--- src/rtl/mem_arb_pkg.sv ---
// Shared types and default constants for the unified-memory arbiter.
//   state_e : arbiter FSM states (IDLE, ISSUE, WAIT)
//   owner_e : which requester owns the in-flight transaction
package mem_arb_pkg;

  typedef enum logic [1:0] {
    IDLE  = 2'd0,
    ISSUE = 2'd1,
    WAIT  = 2'd2
  } state_e;

  typedef enum logic {
    OWN_I = 1'b0,
    OWN_D = 1'b1
  } owner_e;

  localparam int MAX_STARVE_DEF = 4;
  localparam int TIMEOUT_DEF    = 255;

endpackage

--- src/rtl/mem_arb_pick.sv ---
// Priority selector: data wins over fetch unless fetch has been passed over
// MAX_STARVE times in a row, in which case fetch is forced through.
//   i_req, d_req : pending requests
//   starve_cnt   : consecutive data grants taken while fetch waited
//   grant_i/d    : one-hot (or none) winner
module mem_arb_pick #(
  parameter int MAX_STARVE = 4,
  parameter int SW         = 3
) (
  input  logic          i_req,
  input  logic          d_req,
  input  logic [SW-1:0] starve_cnt,
  output logic          grant_i,
  output logic          grant_d
);

  always_comb begin
    grant_i = i_req && (!d_req || (starve_cnt == SW'(MAX_STARVE)));
    grant_d = d_req && !grant_i;
  end

endmodule

--- src/rtl/mem_arbiter.sv ---
// Arbitrates one single-port memory between instruction fetch (i_*) and
// load/store (d_*). One transaction in flight at a time:
//   IDLE  : pick a winner, accept it (ready), latch its fields
//   ISSUE : hold m_req with latched fields until m_gnt
//   WAIT  : wait for m_rvalid, or abort after TIMEOUT idle cycles
// Ports:
//   i_req/i_addr -> i_ready, i_rvalid/i_rdata        fetch side
//   d_req/d_we/d_addr/d_wdata/d_wstrb -> d_ready,
//     d_rvalid/d_rdata                               load/store side
//   m_req/m_we/m_addr/m_wdata/m_wstrb, m_gnt,
//     m_rvalid/m_rdata                               memory side
//   busy (state != IDLE), timeout_err (sticky until reset)
module mem_arbiter
  import mem_arb_pkg::*;
#(
  parameter int ADDR_W     = 32,
  parameter int DATA_W     = 32,
  parameter int MAX_STARVE = MAX_STARVE_DEF,
  parameter int TIMEOUT    = TIMEOUT_DEF
) (
  input  logic                clk,
  input  logic                rst,
  input  logic                i_req,
  input  logic [ADDR_W-1:0]   i_addr,
  output logic                i_ready,
  output logic                i_rvalid,
  output logic [DATA_W-1:0]   i_rdata,
  input  logic                d_req,
  input  logic                d_we,
  input  logic [ADDR_W-1:0]   d_addr,
  input  logic [DATA_W-1:0]   d_wdata,
  input  logic [DATA_W/8-1:0] d_wstrb,
  output logic                d_ready,
  output logic                d_rvalid,
  output logic [DATA_W-1:0]   d_rdata,
  output logic                m_req,
  output logic                m_we,
  output logic [ADDR_W-1:0]   m_addr,
  output logic [DATA_W-1:0]   m_wdata,
  output logic [DATA_W/8-1:0] m_wstrb,
  input  logic                m_gnt,
  input  logic                m_rvalid,
  input  logic [DATA_W-1:0]   m_rdata,
  output logic                busy,
  output logic                timeout_err
);

  localparam int STRB_W = DATA_W / 8;
  localparam int SW     = $clog2(MAX_STARVE + 1);

  state_e              state_q, state_d;
  owner_e              owner_q, owner_d;
  logic [SW-1:0]       starve_q, starve_d;
  logic [7:0]          tmo_q, tmo_d;
  logic [ADDR_W-1:0]   addr_q, addr_d;
  logic                we_q, we_d;
  logic [DATA_W-1:0]   wdata_q, wdata_d;
  logic [STRB_W-1:0]   wstrb_q, wstrb_d;
  logic                i_rvalid_q, i_rvalid_d;
  logic                d_rvalid_q, d_rvalid_d;
  logic [DATA_W-1:0]   i_rdata_q, i_rdata_d;
  logic [DATA_W-1:0]   d_rdata_q, d_rdata_d;
  logic                err_q, err_d;

  logic                grant_i, grant_d;
  logic                resp;
  logic [DATA_W-1:0]   resp_data;

  mem_arb_pick #(
    .MAX_STARVE (MAX_STARVE),
    .SW         (SW)
  ) u_pick (
    .i_req      (i_req),
    .d_req      (d_req),
    .starve_cnt (starve_q),
    .grant_i    (grant_i),
    .grant_d    (grant_d)
  );

  always_comb begin
    state_d    = state_q;
    owner_d    = owner_q;
    starve_d   = starve_q;
    tmo_d      = tmo_q;
    addr_d     = addr_q;
    we_d       = we_q;
    wdata_d    = wdata_q;
    wstrb_d    = wstrb_q;
    i_rvalid_d = 1'b0;
    d_rvalid_d = 1'b0;
    i_rdata_d  = i_rdata_q;
    d_rdata_d  = d_rdata_q;
    err_d      = err_q;
    i_ready    = 1'b0;
    d_ready    = 1'b0;
    resp       = 1'b0;
    resp_data  = '0;

    case (state_q)
      IDLE: begin
        // ready is gated by reset so every output reads 0 while held in reset
        i_ready = grant_i && rst;
        d_ready = grant_d && rst;
        if (grant_i) begin
          owner_d  = OWN_I;
          addr_d   = i_addr;
          we_d     = 1'b0;
          wdata_d  = '0;
          wstrb_d  = '0;
          starve_d = '0;
          state_d  = ISSUE;
        end else if (grant_d) begin
          owner_d = OWN_D;
          addr_d  = d_addr;
          we_d    = d_we;
          wdata_d = d_wdata;
          wstrb_d = d_wstrb;
          if (i_req && (starve_q != SW'(MAX_STARVE)))
            starve_d = starve_q + SW'(1);
          state_d = ISSUE;
        end
      end

      ISSUE: begin
        if (m_gnt) begin
          tmo_d   = '0;
          state_d = WAIT;
        end
      end

      WAIT: begin
        // tmo_q counts WAIT cycles already spent without completion; the
        // abort fires in the cycle that finds it at TIMEOUT
        if (m_rvalid) begin
          resp      = 1'b1;
          resp_data = we_q ? '0 : m_rdata;
        end else if (tmo_q == 8'(TIMEOUT)) begin
          resp  = 1'b1;
          err_d = 1'b1;
        end else begin
          tmo_d = tmo_q + 8'd1;
        end
        if (resp) begin
          state_d = IDLE;
          if (owner_q == OWN_I) begin
            i_rvalid_d = 1'b1;
            i_rdata_d  = resp_data;
          end else begin
            d_rvalid_d = 1'b1;
            d_rdata_d  = resp_data;
          end
        end
      end

      default: state_d = IDLE;
    endcase
  end

  always_ff @(posedge clk or negedge rst) begin
    if (!rst) begin
      state_q    <= IDLE;
      owner_q    <= OWN_I;
      starve_q   <= '0;
      tmo_q      <= '0;
      addr_q     <= '0;
      we_q       <= 1'b0;
      wdata_q    <= '0;
      wstrb_q    <= '0;
      i_rvalid_q <= 1'b0;
      d_rvalid_q <= 1'b0;
      i_rdata_q  <= '0;
      d_rdata_q  <= '0;
      err_q      <= 1'b0;
    end else begin
      state_q    <= state_d;
      owner_q    <= owner_d;
      starve_q   <= starve_d;
      tmo_q      <= tmo_d;
      addr_q     <= addr_d;
      we_q       <= we_d;
      wdata_q    <= wdata_d;
      wstrb_q    <= wstrb_d;
      i_rvalid_q <= i_rvalid_d;
      d_rvalid_q <= d_rvalid_d;
      i_rdata_q  <= i_rdata_d;
      d_rdata_q  <= d_rdata_d;
      err_q      <= err_d;
    end
  end

  assign m_req       = (state_q == ISSUE);
  assign m_we        = we_q;
  assign m_addr      = addr_q;
  assign m_wdata     = wdata_q;
  assign m_wstrb     = wstrb_q;
  assign busy        = (state_q != IDLE);
  assign i_rvalid    = i_rvalid_q;
  assign d_rvalid    = d_rvalid_q;
  assign i_rdata     = i_rdata_q;
  assign d_rdata     = d_rdata_q;
  assign timeout_err = err_q;

endmodule

--- config.mk ---
export PLATFORM = sky130hd
export DESIGN_NAME = mem_arbiter
export DESIGN_NICKNAME = d
export VERILOG_FILES = /design/src/rtl/mem_arb_pkg.sv /design/src/rtl/mem_arb_pick.sv /design/src/rtl/mem_arbiter.sv
export SDC_FILE = /design/constraint.sdc
export NUM_CORES = 1
export LEC_CHECK = 0
export CELL_PAD_IN_SITES_DETAIL_PLACEMENT = 1
export CELL_PAD_IN_SITES_GLOBAL_PLACEMENT = 2
export CORE_ASPECT_RATIO = 0.8
export CORE_MARGIN = 5
export CORE_UTILIZATION = 25
export DETAILED_ROUTE_END_ITERATION = 10
export PLACE_DENSITY_LB_ADDON = 0.1
export SYNTH_ARGS = -nofsm -noshare
export SYNTH_HDL_FRONTEND = slang
export SYNTH_SLANG_ARGS = --single-unit
--- constraint.sdc ---
create_clock -name clk -period 2.2 [get_ports clk]
set_input_delay 0.44 -clock clk [delete_from_list [all_inputs] [get_ports clk]]
set_output_delay 0.44 -clock clk [all_outputs]
set_load 0.05 [all_outputs]
Yosys cells after proc, flatten, opt, wreduce, memory -nomap -nowiden. Index checks and enable logic that the tools add are counted. Widths: inputs -> output; s select.

RAM bits: 0. Bits in read-only memories: 0. Memories kept: 0. Register bits: 150. Bits of input ports: 139. Logic and storage cells: 82. Bits in latches: 0. Output and inout port bits: 140.

$add $sub $neg: 2. Multipliers: 0. Bitwise logic cells: 2. Mux-type cells: 35. Shifts and indexed selects: 0. Reduce and logical (&&, ||, !) cells: 20. Divide/modulo/power cells: 0. $lt $le $gt $ge: 0. Equality and inequality tests: 10.

Operators with widths (number): $mux 32 (6); $mux 8 (3); $pmux 8 s2 (1); $mux 1 (15); $reduce_and 3->1 (5); $mux 3 (3); $add 8x1->8 const B (1); $eq 8x8->1 const B (1); $mux 2 (4); $mux 4 (2); $reduce_bool 2->1 (4); $ne 2x2->1 const B (3); $ne 3x3->1 const B (2); $pmux 2 s3 (1); $logic_and 1x1->1 (5); $reduce_and 4->1 (1); $add 3x1->3 const B (1); $eq 3x3->1 const B (1); $eq 2x1->1 const B (1); $eq 2x2->1 const B (1); $logic_not 1->1 (2); $logic_not 2->1 (1); $ne 2x1->1 const B (1); $not 1->1 (2); other kinds (2) (2).

Depth between registers and ports, before layout. Gate-level depths: netlist (run 1).

Depth in word-level cells: 8. Gate-level depth with buffers: 8. Gate-level depth less buffers: 6.

By module. A second synthesis (run 1) with hierarchy kept.

Cells, all modules: 463. Area total of the unflattened synthesis: 5962.0 um^2.

By module, submodules not included: mem_arbiter (sequential area each 3753.6 um^2, area an instance 5936.9 um^2, instances 1, cells an instance 459); mem_arb_pick (sequential area each 0.0 um^2, area an instance 25.0 um^2, instances 1, cells an instance 4).

Worst setup path before layout (run 1). No wires, ideal clock.

Path type: reg-to-output. Start: register starve_q[0]. End: output port i_ready. Path slack: -0.017 ns. Buffers on the path: 2. Data arrival time: 1.777 ns. Data required time: 1.760 ns. Stages on the path, launching flop included: 8. Cell sequence: dfrtp_1 -> inv_1 -> ha_1 -> a21boi_1 -> nand2b_1 -> buf_4 -> buf_2 -> nor2_1.

Longest elaborated chain between the ends: 5.

RTL lines: start: declaration (RTL line mem_arbiter.sv:53) `logic [SW-1:0] starve_q, starve_d;`; start signal: assignment (RTL line mem_arbiter.sv:177) `starve_q <= starve_d;`; $eq 3x3->1 (RTL line mem_arb_pick.sv:18) `grant_i = i_req && (!d_req || (starve_cnt == SW'(MAX_STARVE)));`; $logic_or 1x1->1 (RTL line mem_arb_pick.sv:18); $logic_and 1x1->1 (RTL line mem_arb_pick.sv:18); $logic_and 1x1->1 (RTL line mem_arbiter.sv:102) `i_ready = grant_i && rst;`; $mux 1 (RTL line mem_arbiter.sv:99) `case (state_q)`; end: declaration (RTL line mem_arbiter.sv:25) `output logic i_ready,`.

No other way between the ends.

Worst setup path after layout (run 1).
Start: register starve_q[1]. End: output port d_ready.

Longest elaborated chain between the ends: 7.

RTL lines: $eq 3x3->1 (RTL line mem_arb_pick.sv:18); $logic_or 1x1->1 (RTL line mem_arb_pick.sv:18); $logic_and 1x1->1 (RTL line mem_arb_pick.sv:18); $logic_not 1->1 (RTL line mem_arb_pick.sv:19) `grant_d = d_req && !grant_i;`; $logic_and 1x1->1 (RTL line mem_arb_pick.sv:19); $logic_and 1x1->1 (RTL line mem_arbiter.sv:103) `d_ready = grant_d && rst;`; $mux 1 (RTL line mem_arbiter.sv:99); end: declaration (RTL line mem_arbiter.sv:33) `output logic d_ready,`.

No other way between the ends.

==> results of run 1 <==
metal layers:
metal / vias to the layer above / wire length (µm) / track usage, %
met2: 170 / 11080 / 26.30
met5: - / 0 / 0
li1: 2508 / - / -
met4: 0 / 289 / 3.969
met3: 19 / 1407 / 5.184
met1: 2717 / 10040 / 19.96
repair_timing:
| item | 4_1_cts | 5_1_grt |
|---|---|---|
| buffers inserted | 4 | 1 |
| endpoints found under the setup margin | 2 | 2 |
| pin swaps | 2 | 4 |
| hold buffers | 1 | 0 |
| resized for setup | 5 | 2 |
| hold endpoints to repair | 1 | 0 |
flip-flops by register name, summed over array words and instances, names as in the netlist:
signal / cells
starve_q: 3
i_rdata: 32
m_we: 1
d_rvalid: 1
m_wstrb: 4
m_addr: 32
tmo_q: 8
m_wdata: 32
owner_q: 1
i_rvalid: 1
timeout_err: 1
d_rdata: 32
state_q: 2
synth_stat cells (4+ instances only):
cell type and count:
dfrtp_1 150, nand2_1 117, o21ai_1 70, a32o_1 64
mux2i_1 32, buf_2 26, buf_6 11, inv_1 8
nand3_1 8, o21ai_0 8, clkbuf_1 4
critical path, stage by stage (launching register included):
cell      delay [ns]
dfrtp_1         0.37
inv_2           0.06
ha_4            0.16
a21boi_2        0.14
nand2b_4        0.17
and4_4          0.22
buf_12          0.14
area by class of cell:
class / count / area [µm²]
fillers: 2613 / 14260
flip-flops and latches: 150 / 3754
repair buffers: 308 / 3172
multi-input cells: 336 / 2205
clock buffers: 17 / 425.4
well taps: 318 / 397.9
clock inverters: 15 / 188.9
inverters: 9 / 33.78
cell families (layout without fill, tap and decap cells):
logic type	count (synthesis)	in the layout	synth area share (%)
AOI/OAI and AO/OA	156	156	18.47
adders and majority gates	3	3	0.6028
buffers and inverters	52	349	5.103
DFF	150	150	60.28
muxes	33	33	5.385
and+or+nand+nor	144	144	10.17
power groups by stage:
stage	Clock [W]	Combinational [W]	Sequential, W
floorplan	0	0.00208	0.00824
global placement	0	0.00909	0.00455
detailed placement	0	0.00924	0.00464
CTS	0.00315	0.00932	0.00459
global route	0.00325	0.00967	0.00472
finish	0.00303	0.00921	0.00456
through the flow:
step	setup TNS (ns)	power, W
finish	0	0.01680
CTS	0	0.01706
global placement	0	0.01364
floorplan	0	0.01032
detailed placement	0	0.01388
global route	-0.03710	0.01764
path summary, 6_finish.rpt:
check,to,cells after the start,slack [ns]
max,d_ready,6,0.07
min,owner_q,2,0.46
max reg2reg,m_addr[24],8,0.49
min reg2reg,m_wdata[5],2,0.48
max in group asynchronous,m_addr[3],3,0.89
min in group clk,m_wdata[5],2,0.48
==> run summary, run 1 <==
RSZ-0062 raised after global routing: true
Hold WS: 0.4616 ns
DRC viols: 0
crit path capture type: output pin
VDD IR-drop max: 0.7681 mV
cell-internal power: 0.008730 W
Syn Inst Count: 538
Reg clk slew, reported paths: 0.07 ns
grt ovf: 0
pin slew with the least headroom to its limit: 0.6660 ns
NumNets Final: 964
largest net degree at the start of global routing: 116
CP Max Fanout: 4
Die X-Extent: 186.5 µm
required time of the worst setup path: 1.76 ns
final hold violations: 0
Avg Vias per Cell: 4.696
via count: 5,414
setup slack after layout: 0.07239 ns
status: completed
Final Instance Area: 10,180 µm²
Num CTS Buffers: 17
Post-DP Area: 9490 µm²
number of iterations in the first detailed-routing pass: 4
max_cap viols: 0
initial antenna violation count: 0
clock latency at the later pin of the worst-skew pair: 0.43 ns
net switching power: 0.008073 W
sw frac: 48.04%
die area: 28,190 µm²
top cell type's share of synthesized area: 60.28%
starting density of the core: 25.48%
vias in the first global route: 5,804
CTS tree: built
mapped cell area: 6227 µm²
Clock Sinks: 150
fin crit share: 96.71%
Syn Nets: 680
Post-synth ARST share: 100.0%
DP HPWL: 16.49 mm
Max transition margin: 55.60%
GP Congestion: 0.8054
WP data arrival: 1.69 ns
Yosys cell types: 38
CP startpoint kind: flop
kind of critical path: reg -> out
placed cells: 1,115
Most used DFF post-synth: dfrtp_1
YS warnings: 0
Synth area leaders: dfrtp_1 (60%), a32o_1 (10%), nand2_1 (7.1%)
Clock H-tree levels: 4
CTS max path bufs: 2
worst slack, placed: 0.05512 ns
Layout Skew: 0.01130 ns
DR WL/cell: 19.79 µm
CTS root buf: clkbuf_16
n_diodes: 0
Cell Pwr Density: 1651 nW/µm²
Slew Limit Fails: 0
row cnt: 51
Finished Layout Cells: 1,153
port bufs: 278
core area: 24,440 µm²
commonest non-fill, non-tap cell in the layout: clkdlybuf4s50_1
Synth area leader: dfrtp_1
first-pass GRT wire length: 34.81 mm
share of cells above drive strength 1: 10.42%
worst hold path class: in -> async
commonest cells after routing, fill and taps aside: clkdlybuf4s50_1 (271), dfrtp_1 (150), nand2_1 (117)
final setup violation count: 0
Final Util: 41.64%
Worst setup startpoint: starve_q[1]
Syn Area/Cell: 11.57 µm²
gr usage total: 15.76%
register bit total from synthesis: 150
Seq/Total Area, Yosys: 60.28%
Top Ports: 279
post-route ant nets: 0
leakage power: 4.453 nW
combinational share of power: 54.8%
routed wire length: 22.82 mm
die height: 151.2 µm
Fmax: 470.0 MHz
number of synthesized flops with an enable pin: 0
Initial DRC Count: 198
FF-to-FF Start: starve_q[1]
area delta synth->final: 63.41%
fin crit period: 2.128 ns
clock power share: 18.1%
Seq pwr share: 27.1%
Power figures use the tool's default switching activity.
==> run 2, diff against run 1 <==
- CORE_MARGIN: 5 -> 4
- SYNTH_HIERARCHICAL: default -> 1
==> run summary, run 2 <==
CP peak stage delay: 0.43 ns (was 0.37 ns)
gr usage total: 15.96% (was 15.76%)
share of cells above drive strength 1: 10.44% (was 10.42%)
leakage power: 4.224 nW (was 4.453 nW)
DRC viols: 0 (unchanged)
required time of the worst setup path: 1.76 ns (about the same)
FF-to-FF Start: starve_q[1] (unchanged)
Reg clk slew, reported paths: 0.07 ns (about the same)
routed wire length: 21.25 mm (was 22.82 mm)
port bufs: 278 (unchanged)
area delta synth->final: 67.28% (was 63.41%)
first-pass GRT wire length: 33.32 mm (was 34.81 mm)
Final Util: 42.51% (was 41.64%)
commonest cells after routing, fill and taps aside: clkdlybuf4s50_1 (272), dfrtp_1 (150), a32o_1 (65) (was clkdlybuf4s50_1 (271), dfrtp_1 (150), nand2_1 (117))
fin crit share: 98.77% (was 96.71%)
via count: 5,062 (was 5,414)
die height: 146.1 µm (was 151.2 µm)
post-route ant nets: 0 (unchanged)
R2R cell count: 7 (was 8)
starting density of the core: 25.41% (was 25.48%)
row cnt: 50 (was 51)
GP Congestion: 0.7541 (was 0.8054)
final setup violation count: 0 (unchanged)
worst hold path class: in -> async (unchanged)
top cells by count, synth: dfrtp_1 (150), a32o_1 (65), o21ai_1 (39), nand2_1 (38), a22o_1 (37) (was dfrtp_1 (150), nand2_1 (117), o21ai_1 (70), a32o_1 (64), mux2i_1 (32))
Top Ports: 279 (unchanged)
grt ovf: 0 (unchanged)
DR WL/cell: 19.86 µm (was 19.79 µm)
number of synthesized flops with an enable pin: 0 (unchanged)
total power: 0.01778 W (was 0.01680 W)
kind of critical path: reg -> out (unchanged)
Cell Pwr Density: 1783 nW/µm² (was 1651 nW/µm²)
worst setup path endpoint: d_ready (unchanged)
status: completed (unchanged)
commonest non-fill, non-tap cell in the layout: clkdlybuf4s50_1 (unchanged)
VDD IR-drop max: 0.6605 mV (was 0.7681 mV)
mapped cell area: 5962 µm² (was 6227 µm²)
crit path capture type: output pin (unchanged)
Fmax: 460.2 MHz (was 470.0 MHz)
Syn Nets: 605 (was 680)
Initial DRC Count: 247 (was 198)
core area: 23,460 µm² (was 24,440 µm²)
Num CTS Buffers: 17 (unchanged)
largest net degree at the start of global routing: 151 (was 116)
Slew Limit Fails: 0 (unchanged)
number of iterations in the first detailed-routing pass: 4 (unchanged)
pin slew with the least headroom to its limit: 0.8907 ns (was 0.6660 ns)
Syn Inst Count: 463 (was 538)
Clock H-tree levels: 4 (unchanged)
WP data arrival: 1.73 ns (was 1.69 ns)
worst-path cell chain: or3b_4, o21a_4, and3_4, buf_12 (was inv_2, ha_4, a21boi_2, nand2b_4, and4_4, buf_12)
Synth area leader: dfrtp_1 (unchanged)
Synth area leaders: dfrtp_1 (63%), a32o_1 (11%), mux2i_1 (5.5%) (was dfrtp_1 (60%), a32o_1 (10%), nand2_1 (7.1%))
CP startpoint kind: flop (unchanged)
Syn Area/Cell: 12.88 µm² (was 11.57 µm²)
Top delay family on crit path: simple AND/OR/NAND/NOR gates (unchanged)
YS warnings: 6 (was 0)
Avg Vias per Cell: 4.731 (was 4.696)
vias in the first global route: 5,722 (was 5,804)
register bit total from synthesis: 150 (unchanged)
initial antenna violation count: 1 (was 0)
CP Max Fanout: 2 (was 4)
clock latency at the later pin of the worst-skew pair: 0.43 ns (about the same)
Post-synth ARST share: 100.0% (unchanged)
setup slack after layout: 0.02701 ns (was 0.07239 ns)
Crit Reg-Reg Endpoint: m_wdata[0] (was m_addr[24])
final hold violations: 0 (unchanged)
top cell type's share of synthesized area: 62.96% (was 60.28%)
Worst path depth: 4 (was 6)
Layout Skew: 0.01332 ns (was 0.01130 ns)
die area: 26,400 µm² (was 28,190 µm²)
Max transition margin: 40.62% (was 55.60%)
NumNets Final: 887 (was 964)
Worst path slowest cell: or3b_4 (was dfrtp_1)
fin crit period: 2.173 ns (was 2.128 ns)
Worst setup startpoint: starve_q[1] (unchanged)
DP HPWL: 15.22 mm (was 16.49 mm)
worst slack, placed: 0.02921 ns (was 0.05512 ns)
Yosys cell types: 40 (was 38)
Die X-Extent: 180.7 µm (was 186.5 µm)
Buf+Inv Stages, Crit Path: 1 (was 2)
r2r setup slk: 0.23 ns (was 0.49 ns)
Most used DFF post-synth: dfrtp_1 (unchanged)
most numerous cell in the Yosys netlist: dfrtp_1 (unchanged)
CTS root buf: clkbuf_16 (unchanged)
Seq/Total Area, Yosys: 62.96% (was 60.28%)
RSZ-0062 raised after global routing: true (unchanged)
max_cap viols: 0 (unchanged)
Clock Sinks: 150 (unchanged)
CTS tree: built (unchanged)
CTS max path bufs: 2 (unchanged)
==> run 2: cell type report <==
class	instances	area, µm²
antenna	1	2.502
clock buffer	17	425.4
clock inverter	14	212.7
fill	2472	13490
inverter	8	30.03
multi-input combinational	264	2067
sequential	150	3754
tap	312	390.4
timing repair buffer	304	3092
==> run 2: metal layers <==
metal / part of all wire (%) / GRT usage (%)
met1: 42 / 19.07
met2: 47 / 25.95
met3: 9.8 / 7.771
met4: 1.0 / 4.082
met5: 0.033 / 0
==> run 2: cell families after synthesis <==
kind of cell,after synthesis,synth area share (%)
and+or+nand+nor,65,5.163
AOI/OAI and AO/OA,163,22.25
adders and majority gates,3,0.6297
DFF,150,62.96
muxes,33,5.540
buffers and inverters,49,3.463
==> run 2: worst min-delay path by stage <==
stage / from / endpoint / slack [ns]
2_1_floorplan: rst / d_rdata[0] / 0.14
3_3_place_gp: timeout_err / timeout_err / 0.45
3_5_place_dp: timeout_err / timeout_err / 0.46
4_1_cts: rst / d_rdata[6] / 0.24
5_1_grt: rst / d_rdata[5] / 0.15
6_report: rst / i_rdata[6] / 0.13
==> run 2: stage by stage <==
step | instances | hold WS, ns | TNS [ns] | area [µm²]
4_1_cts | 1068 | 0.2403 | -0.02772 | 9961
5_1_grt | 1069 | 0.1540 | -0.03995 | 9971
3_3_place_gp | 1032 | 0.4452 | 0 | 9270
6_report | 1070 | 0.1309 | 0 | 9973
3_5_place_dp | 1032 | 0.4556 | 0 | 9270
2_1_floorplan | 463 | 0.1444 | 0 | 5971
==> run 2: report_power, final <==
group	internal (W)	switching (W)
Clock	0.00194	0.00129
Sequential	0.00398	0.000728
Combinational	0.00347	0.00638
==> run 2: repair_timing <==
item                                    4_1_cts  5_1_grt
gates resized for setup                       4        1
endpoints found under the setup margin        2        3
setup buffers                                 5        1
pin swaps                                     3        2
hold buffers                                  0        0
==> edit 1, RTL diff (settings of run 2) <==
Take the reset off `addr_q`, `wdata_q`, `i_rdata_q` and `d_rdata_q` and load them in a clocked block of their own.
--- a/src/rtl/mem_arbiter.sv
+++ b/src/rtl/mem_arbiter.sv
@@ -163,12 +163,8 @@
       starve_q   <= '0;
       tmo_q      <= '0;
-      addr_q     <= '0;
       we_q       <= 1'b0;
-      wdata_q    <= '0;
       wstrb_q    <= '0;
       i_rvalid_q <= 1'b0;
       d_rvalid_q <= 1'b0;
-      i_rdata_q  <= '0;
-      d_rdata_q  <= '0;
       err_q      <= 1'b0;
     end else begin
@@ -177,14 +173,17 @@
       starve_q   <= starve_d;
       tmo_q      <= tmo_d;
-      addr_q     <= addr_d;
       we_q       <= we_d;
-      wdata_q    <= wdata_d;
       wstrb_q    <= wstrb_d;
       i_rvalid_q <= i_rvalid_d;
       d_rvalid_q <= d_rvalid_d;
-      i_rdata_q  <= i_rdata_d;
-      d_rdata_q  <= d_rdata_d;
       err_q      <= err_d;
     end
+  end
+
+  always_ff @(posedge clk) begin
+    addr_q    <= addr_d;
+    wdata_q   <= wdata_d;
+    i_rdata_q <= i_rdata_d;
+    d_rdata_q <= d_rdata_d;
   end
 
Check against the original RTL: not equivalent (Yosys sat finds a counterexample within 4 cycles, from zero or initial values and one cycle with rst low).
==> edit 1 against run 2 <==
The flow now finishes with violations (setup timing). Synthesized area fell by 2.6%. Design area fell by 1.7%. Register-to-register slack got worse by 0.02 ns. Sequential cell count did not move. Setup slack got worse by 0.15 ns. Wire length fell by 15%. Critical path type unchanged. Largest cell class unchanged. Highest routed layer is now met4.
Power is not compared: it rests on default switching activity, and its combinational part moved more than twofold at a synthesized area within 25%.
==> edit 1: results (changes against run 2) <==
Status
The run finished, with violations left. The final reports fail on setup timing.

Drt
The overall via count from detail_route is 4108 (-19%). The initial detailed-routing violation count came to 126 (-49%). The wire length after detailed routing came to 18000 µm (-15%).

Power
Summed over all cells, the static leakage comes to approximately 3.6 nW.

Global routing
The number of antenna violations at the first check in global routing is 0 (-1). The pin count of the biggest net entering global routing came to 44 (-71%). The global-route total usage across every layer was 0.138 (-0.0219). The number of global-route vias before repair is 4547 (-21%). The global-route wire length before repair is 26500 µm (-20%).

Clock tree
The number of buffers created by CTS is 17 (unchanged). The clock-pin slew on the worst setup and hold paths is approximately 0.080 ns. The clock network latency to the later pin of the worst-skew pair is 0.42 ns.

Logic synthesis
The share of synthesized registers carrying an async set or reset is 0.147 (-0.853). By count the netlist is led by edfxtp_1, and2_1, mux2_2, nor2b_1, dfrtp_1. The number of distinct library cells after synthesis is 42 (+5.0%).

The post-synthesis area per instance came to 16.5 µm² (+28%). The number of enable-type register cells in the synthesized netlist came to 128 (+128). The post-synthesis net count is 494 (-18%). In the post-synthesis netlist, the biggest area contributors are edfxtp_1, dfrtp_1, mux2_2, and2_1, nor2b_1.

The sequential fraction of the synthesis area came to 0.757 (+0.127).

STA
The worst hold margin was 0.429 ns (+0.298 ns). The measured slew at the worst slew-check pin is 0.612 ns (-0.279 ns). The least setup slack across all paths after layout is -0.123 ns (-0.150 ns). The worst clock skew came to 0.0146 ns (+0.00124 ns). The final count of negative-setup-slack endpoints is 1 (+1).

Critical path
In this run the critical register-to-register path is captured at m_addr[5]. The logic depth of the worst register-to-register path was 5 (-2). The reg-to-reg setup timing slack was 0.21 ns (-0.02 ns). The worst path arrival time is 1.88 ns (+0.15 ns).

Final layout
The number of non-filler instances in the completed layout is 979 (-8.5%). The number of nets in the final layout is 802 (-9.6%). The fraction of layout instances using a drive strength above 1 was 0.166 (+0.0621). The antenna diode instance count is 0 (-1). The filler cell count in the final layout is 2303 (-6.8%).

Placement
The placed wire-length estimate is 13600 µm (-10%). The count of placed standard cells including taps is 944 (-8.5%). The pre-CTS worst setup slack is 0.00877 ns (-0.0204 ns).
==> edit 1: cell types whose count changed after synthesis, moves of 32 or more <==
| cell | before | now |
|---|---|---|
| a22o_1 | 37 | 0 |
| dfrtp_1 | 150 | 22 |
| o21ai_1 | 39 | 0 |
| a32o_1 | 65 | 0 |
| and2_1 | 1 | 33 |
| mux2_2 | 0 | 32 |
| edfxtp_1 | 0 | 128 |
==> edit 1: logic make-up (layout without fill, tap and decap cells) <==
logic type,count (synthesis),in the layout,share of synthesized area
flip-flops,150,150,0.757
AND/OR/NAND/NOR,113,113,0.118
multiplexers,37,37,0.0707
AO/OA/AOI/OAI,28,28,0.0326
buffers and inverters,20,341,0.0138
adder cells (fa/ha/maj),3,3,0.00647
XOR/XNOR,1,1,0.00151
==> edit 1: area by class of cell <==
class                           count  share of cell area
Clock buffer                       17              0.0434
Clock inverter                     15              0.0140
Inverter                            9             0.00345
Multi-Input combinational cell    182               0.143
Sequential cell                   150               0.448
Tap cell                          306              0.0391
Timing Repair Buffer              300               0.308
==> edit 1: per-layer routing <==
| layer | global-route usage | part of all wire |
|---|---|---|
| met5 | 0 | 0 |
| met2 | 0.226 | 0.47 |
| met4 | 0.0363 | 0.010 |
| met3 | 0.0821 | 0.13 |
| met1 | 0.153 | 0.38 |
==> edit 1: where the power goes <==
part / internal [mW] / switching (mW) / leakage [nW]
Combinational: 1.44 / 2.70 / 1.81
Clock: 1.49 / 1.29 / 0.273
Sequential: 3.83 / 0.253 / 1.48
Total: 6.76 / 4.24 / 3.56
==> edit 1: timing repair <==
item | CTS | global route
pin swaps | 3 | 1
setup endpoints to repair | 2 | 2
buffers inserted | 3 | 0
gates resized for setup | 2 | 0
==> edit 1: worst max path at each step <==
stage,start,endpoint,slack (ns)
6_report,starve_q[1],d_ready,-0.12
4_1_cts,starve_q[1],d_ready,-0.15
3_5_place_dp,i_req,d_ready,0.009
5_1_grt,starve_q[0],d_ready,-0.18
3_3_place_gp,i_req,d_ready,0.05
2_1_floorplan,starve_q[0],m_addr[0],-0.35
==> edit 1: critical path, stage by stage (launching register included) <==
cell     delay (ns)
dfrtp_1        0.40
or3b_4         0.43
o21a_1         0.20
nor3b_4        0.15
and2_4         0.15
buf_12         0.14
==> edit 1: stage by stage <==
step / setup TNS, ns / cell area, µm²
after floorplan: -22.74 / 5870
after global placement: 0 / 9210
after detailed placement: 0 / 9210
after CTS: -0.154 / 9800
after global routing: -0.245 / 9800
final: -0.123 / 9800
==> edit 2, RTL diff (config.mk and constraints of run 2) <==
Without the edit above. Change the package constant `TIMEOUT_DEF` from 255 to 128.
--- a/src/rtl/mem_arb_pkg.sv
+++ b/src/rtl/mem_arb_pkg.sv
@@ -16,5 +16,5 @@
 
   localparam int MAX_STARVE_DEF = 4;
-  localparam int TIMEOUT_DEF    = 255;
+  localparam int TIMEOUT_DEF    = 128;
 
 endpackage
Formal check against the unedited RTL: no difference found for any inputs over 4 cycles, from zero or initial values and one cycle with rst low; that may be too few to reach the edited logic, so the function may still have changed.
==> edit 2 against run 2 <==
Power shrank 13%. Clock skew shrank 0.0024 ns. Design area grew 11%. Synthesized cell count grew 29%. Sequential power shrank 6.4%. Largest power group unchanged. First-iteration DRC count shrank 28%. Sequential cell count is the same. Register-to-register slack lost 0.13 ns. Wire length grew 11%. Combinational power shrank 17%. Synthesized area grew 18%. Critical path type unchanged. Setup slack lost 0.11 ns. The run now ends with setup timing left. Global-route usage shrank 0.73 points.
==> edit 2: results (changes against run 2) <==
Placement
The placed wire-length estimate is 17100 µm (+12%). The weighted congestion at the end of routability-driven global placement is 0.735 (-2.5%). The instance area after placement is 10400 µm² (+12%).

Global routing
The number of global-route vias before repair is 6554 (+15%). The pin count of the biggest net entering global routing is 80 (-47%). The global-route wire length before repair is 37200 µm (+12%).

Power
The reported leakage power was 4.90 nW (+16%). The cell area power density came to 1400 nW/µm² (-22%).

Logic synthesis
The number of distinct library cells after synthesis is 43 (+7.5%). The post-synthesis net count is 740 (+22%). Counting instances in the post-synthesis netlist gives the leading cell types as dfrtp_1, inv_1, mux2i_1. The sequential fraction of the synthesis area was 0.533 (-0.0970).

The mux cell area share after synthesis is 0.199 (+0.144). The compound-gate portion of the synthesized area was 0.113 (-0.109). In the post-synthesis netlist, the biggest area contributors are dfrtp_1, mux2_2, mux2i_1, a22o_1, o21ai_0.

Status
The flow ran to the end, but the final reports show violations. The final reports fail on setup timing.

Critical path
Tracing the worst setup path back leads to its startpoint at starve_q[0]. The reg-to-reg setup timing slack is 0.10 ns (-0.13 ns). The reg-to-reg endpoint is m_addr[11].

The most critical setup path has its endpoint at i_ready. The logic depth of the worst register-to-register path is 6 (-1).

Drt
The initial detailed-routing violation count was 178 (-28%). The wire length after detailed routing is 23600 µm (+11%). The overall via count from detail_route is 5586 (+10%).

Final layout
The fraction of layout instances using a drive strength above 1 is 0.161 (+0.0565). The antenna diode instance count is 0 (-1). The filler cell count in the final layout was 2974 (+20%). The number of nets in the final layout is 1025 (+16%).

STA
The worst slew margin relative to its limit came to 0.436 (+0.0297). The final count of negative-setup-slack endpoints came to 1 (+1). The worst clock skew is 0.0109 ns (-0.00240 ns). The least setup slack across all paths after layout is -0.0850 ns (-0.112 ns). The total negative slack for setup checks is -0.0850 ns (-0.0850 ns).
## edit 2: cell count changes in the layout (fill, tap and decap cells not counted), moves of 32 or more
cell / before / now
nand2_1: 38 / 6
mux2i_1: 33 / 67
mux2_2: 0 / 65
and3b_1: 0 / 32
o21ai_1: 37 / 3
inv_1: 6 / 76
o21ai_0: 1 / 64
a32o_1: 65 / 0
## edit 2: layout make-up
class	count	area share
Clock buffer	20	0.0405
Clock inverter	12	0.0107
Inverter	76	0.0259
Multi-Input combinational cell	332	0.258
Sequential cell	150	0.340
Tap cell	364	0.0413
Timing Repair Buffer	305	0.283
## edit 2: critical path: cells and delay by family, from the launching register on
family                 cells  cell delay [ns]
AOI/OAI and AO/OA          1             0.18
buffers and inverters      2             0.26
and+or+nand+nor            2             0.61
DFF                        1             0.38
## edit 2: per-layer routing
metal | vias up | track usage | share of wire
met5 | - | 0 | 0.00055
met4 | 2 | 0.0279 | 0.0053
met3 | 11 | 0.0634 | 0.085
met2 | 157 | 0.258 | 0.49
met1 | 2769 | 0.185 | 0.42
li1 | 2647 | - | -
## edit 2: how the worst min path moves through the flow
stage	startpoint	to	slack, ns	depth (start not counted)
2_1_floorplan	rst	d_rdata[0]	0.14	0
3_5_place_dp	rst	m_addr[23]	0.27	1
6_report	rst	m_addr[23]	0.40	2
4_1_cts	rst	m_addr[23]	0.38	2
3_3_place_gp	rst	m_addr[26]	0.27	1
5_1_grt	rst	m_addr[23]	0.39	2
## edit 2: per-stage QoR
step / instances / total power [mW] / hold slack (ns)
4_1_cts: 1257 / 15.7 / 0.379
3_3_place_gp: 1221 / 12.5 / 0.268
2_1_floorplan: 597 / 9.54 / 0.144
3_5_place_dp: 1221 / 12.7 / 0.271
5_1_grt: 1259 / 16.3 / 0.385
6_report: 1259 / 15.4 / 0.395
## edit 2: power by group
part	switching (mW)	internal, mW	total (mW)
clock	1.23	1.60	2.83
combinational	5.06	3.13	8.19
sequential	0.710	3.70	4.41
## edit 2: cells by family (layout without fill, tap and decap cells)
logic type | count (synthesis) | in the layout
AOI/OAI and AO/OA | 123 | 123
adders and majority gates | 4 | 4
buffers and inverters | 115 | 413
DFF | 150 | 150
muxes | 132 | 132
and+or+nand+nor | 73 | 73
## edit 2: timing repair
action | CTS | global route
buffers inserted | 4 | 2
hold buffers | 1 | 0
hold endpoints to repair | 9 | 0
pin swaps | 3 | 1
endpoints found under the setup margin | 2 | 2
gates resized for setup | 2 | 2
